--- src/rtl/imem_arbiter.sv ---
// Two-port instruction-ROM arbiter: fetch has priority, debug wins after STARVE_LIMIT lost cycles.
// Single-cycle registered response per port; misaligned grants return err with zero data.
module imem_arbiter #(
    parameter int unsigned STARVE_LIMIT = 4
) (
    input  logic        clk,
    input  logic        rst_n,
    input  logic        if_req,
    input  logic [31:0] if_addr,
    output logic        if_gnt,
    output logic        if_rvalid,
    output logic [31:0] if_rdata,
    output logic        if_err,
    input  logic        dbg_req,
    input  logic [31:0] dbg_addr,
    output logic        dbg_gnt,
    output logic        dbg_rvalid,
    output logic [31:0] dbg_rdata,
    output logic        dbg_err,
    output logic [31:0] rom_addr,
    input  logic [31:0] rom_dout
);

    localparam int CW = $clog2(STARVE_LIMIT + 1);

    logic [CW-1:0] starve_cnt_q, starve_cnt_d;
    logic          if_rvalid_q, if_rvalid_d;
    logic [31:0]   if_rdata_q, if_rdata_d;
    logic          if_err_q, if_err_d;
    logic          dbg_rvalid_q, dbg_rvalid_d;
    logic [31:0]   dbg_rdata_q, dbg_rdata_d;
    logic          dbg_err_q, dbg_err_d;

    logic          starve_at_limit;
    logic [31:0]   gnt_addr;
    logic          misaligned;
    logic [31:0]   resp_data;

    assign starve_at_limit = (starve_cnt_q == CW'(STARVE_LIMIT));

    always_comb begin
        if_gnt       = 1'b0;
        dbg_gnt      = 1'b0;
        gnt_addr     = if_addr;
        rom_addr     = 32'h0;
        misaligned   = 1'b0;
        resp_data    = 32'h0;
        starve_cnt_d = '0;

        // Grants are gated by rst_n so nothing is issued while reset is asserted.
        if (rst_n) begin
            if (if_req && dbg_req) begin
                if (starve_at_limit) dbg_gnt = 1'b1;
                else                 if_gnt  = 1'b1;
            end else if (if_req) begin
                if_gnt = 1'b1;
            end else if (dbg_req) begin
                dbg_gnt = 1'b1;
            end
        end

        if (dbg_gnt) gnt_addr = dbg_addr;
        if (if_gnt || dbg_gnt) rom_addr = {2'b00, gnt_addr[31:2]};
        misaligned = (gnt_addr[1:0] != 2'b00);
        resp_data  = misaligned ? 32'h0 : rom_dout;

        if (dbg_req && !dbg_gnt) begin
            starve_cnt_d = starve_at_limit ? starve_cnt_q : starve_cnt_q + CW'(1);
        end
    end

    always_comb begin
        if_rvalid_d  = if_gnt;
        if_rdata_d   = if_rdata_q;
        if_err_d     = if_err_q;
        dbg_rvalid_d = dbg_gnt;
        dbg_rdata_d  = dbg_rdata_q;
        dbg_err_d    = dbg_err_q;
        // Data and err only move on a grant; otherwise they hold for the requester.
        if (if_gnt) begin
            if_rdata_d = resp_data;
            if_err_d   = misaligned;
        end
        if (dbg_gnt) begin
            dbg_rdata_d = resp_data;
            dbg_err_d   = misaligned;
        end
    end

    always_ff @(posedge clk or negedge rst_n) begin
        if (!rst_n) begin
            starve_cnt_q <= '0;
            if_rvalid_q  <= 1'b0;
            if_rdata_q   <= 32'h0;
            if_err_q     <= 1'b0;
            dbg_rvalid_q <= 1'b0;
            dbg_rdata_q  <= 32'h0;
            dbg_err_q    <= 1'b0;
        end else begin
            starve_cnt_q <= starve_cnt_d;
            if_rvalid_q  <= if_rvalid_d;
            if_rdata_q   <= if_rdata_d;
            if_err_q     <= if_err_d;
            dbg_rvalid_q <= dbg_rvalid_d;
            dbg_rdata_q  <= dbg_rdata_d;
            dbg_err_q    <= dbg_err_d;
        end
    end

    assign if_rvalid  = if_rvalid_q;
    assign if_rdata   = if_rdata_q;
    assign if_err     = if_err_q;
    assign dbg_rvalid = dbg_rvalid_q;
    assign dbg_rdata  = dbg_rdata_q;
    assign dbg_err    = dbg_err_q;

endmodule

--- config.mk ---
export PLATFORM = sky130hd
export DESIGN_NAME = imem_arbiter
export DESIGN_NICKNAME = d
export VERILOG_FILES = /design/src/rtl/imem_arbiter.sv
export SDC_FILE = /design/constraint.sdc
export NUM_CORES = 1
export LEC_CHECK = 0
export CORE_AREA = 2 2 105 107
export CTS_BUF_LIST = sky130_fd_sc_hd__clkbuf_16
export DETAILED_ROUTE_END_ITERATION = 10
export DIE_AREA = 0 0 107 109
export PLACE_DENSITY = 0.86
export SKIP_CTS_REPAIR_TIMING = 1
export SYNTH_ARGS = -nofsm -noshare
export SYNTH_HDL_FRONTEND = slang
export SYNTH_SLANG_ARGS = --single-unit
--- constraint.sdc ---
create_clock -name clk -period 2.1 [get_ports clk]
set_clock_uncertainty 0.1 [all_clocks]
set_input_delay 0.525 -clock clk [delete_from_list [all_inputs] [get_ports clk]]
set_output_delay 0.525 -clock clk [all_outputs]
set_load 0.03 [all_outputs]
# Word level (Yosys, flattened, before mapping)
# Cells that the tools add are included.
[totals]
reg_bits = 71
inputBits = 100
elab_cells = 29
[op_classes]
n_addsub = 1
n_eq_ne = 2
n_mux = 14
n_reduce_logical = 5
[op_table]
columns = ["op", "n"]
rows = [
  ["32-bit 2-to-1 mux", 2],
  ["30-bit 2-to-1 mux", 1],
  ["1-bit 2-to-1 mux", 9],
  ["3-bit 2-to-1 mux", 2],
  ["3-bit by 1-bit adder with 3-bit output, second input constant", 1],
  ["3-bit == test, second input constant", 1],
  ["1-bit logical AND", 2],
  ["2-bit != test, second input constant", 1],
  ["2-bit nonzero test", 1],
  ["1-bit logical NOT", 1],
  ["1-bit logical OR", 1],
]

# Longest topological paths before layout
[depth]
depth_word = 7
ltp_mapped = 7

# Worst setup path before layout
# OpenSTA, ideal clock, no wires.
[synth_path]
path_kind = "register -> output"
from = "reg starve_cnt_q[0]"
to = "out rom_addr[10]"
t_arrival_ns = 1.809
t_required_ns = 1.475
setup_slack_ns = -0.334
path_stages_with_launch = 7
n_path_buf = 1
path_cell_list = "dfrtp_1 inv_1 ha_1 a21boi_2 clkbuf_1 o21ai_0 a21oi_1"
[synth_between]
elab_chain_len = 6
[synth_lines]
columns = ["item", "line", "source"]
rows = [
  ["start, declared", "26", "logic [CW-1:0] starve_cnt_q, starve_cnt_d;"],
  ["start signal, assigned", "100", "starve_cnt_q <= starve_cnt_d;"],
  ["3-bit == test *", "39", "assign starve_at_limit = (starve_cnt_q == CW'(STARVE_LIMIT));"],
  ["1-bit 2-to-1 mux", "53", "if (starve_at_limit) dbg_gnt = 1'b1;"],
  ["1-bit 2-to-1 mux", "52", "if (if_req && dbg_req) begin"],
  ["1-bit 2-to-1 mux", "51", "if (rst_n) begin"],
  ["32-bit 2-to-1 mux / 1-bit logical OR (equally long branches)", "62, 63", ""],
  ["30-bit 2-to-1 mux *", "63", "if (if_gnt || dbg_gnt) rom_addr = {2'b00, gnt_addr[31:2]};"],
  ["end, declared", "20", "output logic [31:0] rom_addr,"],
]
# Mark *: on every way between the ends. The rest lies on a longest branch, timed or not.

# Worst setup path in the final report
[layout_path]
from = "reg starve_cnt_q[0]"
to = "out rom_addr[29]"
# The elaborated chain is that of the path after synthesis.

==> metrics.md <==
| Metric | Value |
|---|---|
| P&R area growth vs syn | 96.0% |
| Total Wirelength | 15600 um |
| Yosys top cell by area | dfrtp_1 |
| Cell type group with the largest total delay on the critical path | buffers and inverters |
| Violations in the final reports | negative setup slack |
| Power density over the cells | 654 mW/mm^2 |
| Most common cell type on the critical path | buf_12 |
| Number of warning messages in the yosys log | 0 |
| Required time worst endpoint | 1.47 ns |
| Cell types occupying the most area after synthesis | dfrtp_1 (49%), o21ai_0 (12%), nor3_1 (9.0%) |
| Placed cell count | 775 |
| Post-Synthesis Cells | 439 |
| Unrepaired setup endpoints after global routing | yes |
| Crit path buffers/inverters | 5 |
| Number of slew-limit violations in the final report | 0 |
| Initial antenna violation count | 0 |
| Synthesis-stage register bit count | 71 |
| Number of buffers between clock root and the deepest sink | 2 |
| Leakage | 2.76 nW |
| DP HPWL | roughly 11000 um |
| Global-route wire length before repair | 21900 um |
| Core area | roughly 0.011 mm^2 |
| Clock Pin Slew Worst Setup and Hold Paths | 0.05 ns |
| Series of cell instances along the critical path | inv_2 -> ha_4 -> buf_6 -> a21boi_4 -> buf_12 -> buf_12 -> o21ai_0 -> a21oi_4 -> buf_4 |
| Horizontal extent of the die | roughly 110 um |
| Maximum achievable frequency | 384 MHz |
| Largest family of logic cells by synthesized area | compound AO/OA/AOI/OAI gates |
| Synthesized-area fraction occupied by and/or/nand/nor cells | 0.192 |
| Via-to-Cell Ratio | 5.45 |
| Routed length per instance | about 19 um |
| Final antenna-violating net count | 0 |
| Final Instance Count excl. Fillers | 802 |
| Library cells used by synthesis | 23 |
| Worst hold path type | input pin to async pin |
| Finish-stage setup viols | 32 |
| Sequential share of the synthesized area | 0.492 |
| Antenna cells | 0 |
| Detailed Route Iter0 Violations | around 310 |
| TritonCTS clock tree | done |
| Setup crit end kind | primary output |
| Die Outline Area | 0.0117 mm^2 |
| Worst Path Arrival | 1.98 ns |
| Maximum single-stage delay on the critical path | roughly 0.39 ns |
| GRT Residual Overflow | 0 |
| First-pass detailed-route iteration total | 4 |
| Run status | complete, but fails checks |
| Clock Sink Count | a little over 70 |
| Maximum resistive drop on vdd | around 450 uV |
| Final setup slack of the worst path | -0.502 ns |
| Worst max-slew margin expressed relative to the limit | 0.632 |
| Total routing resource utilization after global routing | 0.242 |
| Initial core utilization | 0.340 |
| Max-cap violations | 0 |
| Post-synthesis instance area | about 0.0036 mm^2 |
| Die Y | 109 um |
| Critical Path Slowest Stage Cell | dfrtp_1 |
| Layout cell share with drive strength beyond 1 | 0.252 |
| Post-route DRC | 0 |
| Multiplexer share of the synthesized area | 0 |
| Adder and majority cell fraction of the synthesized area | 0.00693 |
| Filler cell count | 830 |
| Pin count of the biggest net entering global routing | 44 |
| Post-synthesis compound-gate area fraction | 0.241 |
| Final weighted congestion in routability-driven placement | between 0.9 and 1 |
| Top-area cell type share of the netlist area | 0.492 |
| Final critical-path share of the clock period | 1.24 |
| Post-Place Worst Slack | -0.602 ns |
| Number of endpoints with negative hold slack in the final report | 0 |
| Standard-cell rows | 38 |
| Clk Tree Root Cell | clkbuf_16 |
| Via count of the first global-routing pass | 4251 |
| Pin slew with the least headroom to its limit | 0.552 ns |
| Number of top-level pins | 202 |
| Post-Synth XOR/XNOR Area | 0 |
| Vias after detailed routing | 4373 |
| Layout net count | 760 |
| TritonCTS buffer count | 9 |
| Highest fanout seen on the critical path | 8 |
| Final min period | approximately 2.6 ns |
| Clock insertion delay at the later pin of the skew report | 0.32 ns |
| Critical Path Source Type | flop |
| Total power draw | 4.63 mW |
| Path type of the worst setup path | flop to primary output |
| Buffers added on ports | 199 |
| CTS H-Tree Depth | 3 |
| Per-instance average area after synthesis | between 8 and 9 um^2 |
==> state kept, by name (all words and copies together) (netlist names) <==
| register | cells |
|---|---|
| if_rvalid | 1 |
| if_rdata | 32 |
| dbg_rdata | 32 |
| dbg_err | 1 |
| dbg_rvalid | 1 |
| if_err | 1 |
| starve_cnt_q | 3 |
==> power by group <==
part	switching, mW	internal (mW)
Combinational	0.925	0.769
Clock	0.544	0.778
Sequential	0.0895	1.52
==> cell type report <==
type	count	area (um^2)	share of cell area
Multi-Input combinational cell	317	2130	0.301
Inverter	5	21.3	0.00301
Clock buffer	9	225	0.0318
Tap cell	140	175	0.0248
Timing Repair Buffer	254	2710	0.384
Clock inverter	6	32.5	0.00460
Sequential cell	71	1780	0.251
==> cells by family (layout without fill, tap and decap cells) <==
family	Yosys count	count (layout)
AOI/OAI and AO/OA	166	166
and+or+nand+nor	147	147
DFF	71	71
buffers and inverters	52	274
adders and majority gates	2	2
other	1	2
==> through the flow <==
step / area, um^2 / hold slack (ns) / utilization / setup TNS [ns]
after floorplan: 3980 / 0.129 / - / 0
after global placement: 6440 / 0.367 / 0.608 / -20.17
after detailed placement: 6440 / 0.366 / 0.608 / -24.69
after CTS: 6700 / 0.0227 / 0.632 / -15.04
after global routing: 7070 / 0.0248 / 0.667 / -14.55
final: 7070 / 0.0382 / 0.667 / -12.51
==> routing by layer <==
| layer | up-vias | wire length, um | GRT usage |
|---|---|---|---|
| li1 | 1990 | - | - |
| met3 | 35 | 1050 | 0.0604 |
| met5 | - | 0 | 0 |
| met2 | 197 | 8080 | 0.420 |
| met4 | 0 | 374 | 0.0881 |
| met1 | 2151 | 6090 | 0.291 |
==> final timing paths <==
path | start | end | slack (ns) | cells after the start
max in group asynchronous | rst_n | dbg_rdata[9]$_DFFE_PN0P_ | 0.82 | 3
max reg2reg | starve_cnt_q[0]$_DFFE_PN0P_ | if_rdata[8]$_DFFE_PN0P_ | 0.05 | 9
min | rst_n | starve_cnt_q[2]$_DFFE_PN0P_ | 0.04 | 2
min reg2reg | dbg_rdata[21]$_DFFE_PN0P_ | dbg_rdata[21]$_DFFE_PN0P_ | 0.42 | 2
min in group clk | dbg_rdata[21]$_DFFE_PN0P_ | dbg_rdata[21]$_DFFE_PN0P_ | 0.42 | 2
max | starve_cnt_q[0]$_DFFE_PN0P_ | rom_addr[29] | -0.50 | 9
==> cell usage in the layout (no fill, tap or decap), drive strengths merged, types with 3 or more instances in the layout <==
cell type,instances
clkbuf,11
and2,3
nand2,37
nand3,35
a21oi,64
clkdlybuf4s50,164
dfrtp,71
buf,86
nor3,65
a21boi,3
nor2,4
inv,8
o21ai,97
==> Yosys cell counts <==
cell type / number
a21bo_2: 1
nor3_1: 65
nor2_1: 4
inv_1: 5
ha_1: 2
a21boi_0: 2
buf_2: 11
nand3_1: 35
buf_6: 3
nand2b_1: 2
and2_1: 2
clkbuf_1: 31
a2111oi_4: 1
o21ai_0: 84
conb_1: 1
and2_4: 1
and3_1: 1
nand2_1: 37
a21boi_2: 1
o21ai_1: 13
a21oi_1: 64
buf_4: 2
dfrtp_1: 71
==> worst register-to-register path, delay by kind of cell, from the launching register on <==
family | cells | cell delay (ns)
buffers and inverters | 5 | 0.68
adder cells (fa/ha/maj) | 1 | 0.16
AND/OR/NAND/NOR | 2 | 0.24
flip-flops | 1 | 0.37
AO/OA/AOI/OAI | 1 | 0.37
Power figures use the tool's default switching activity.
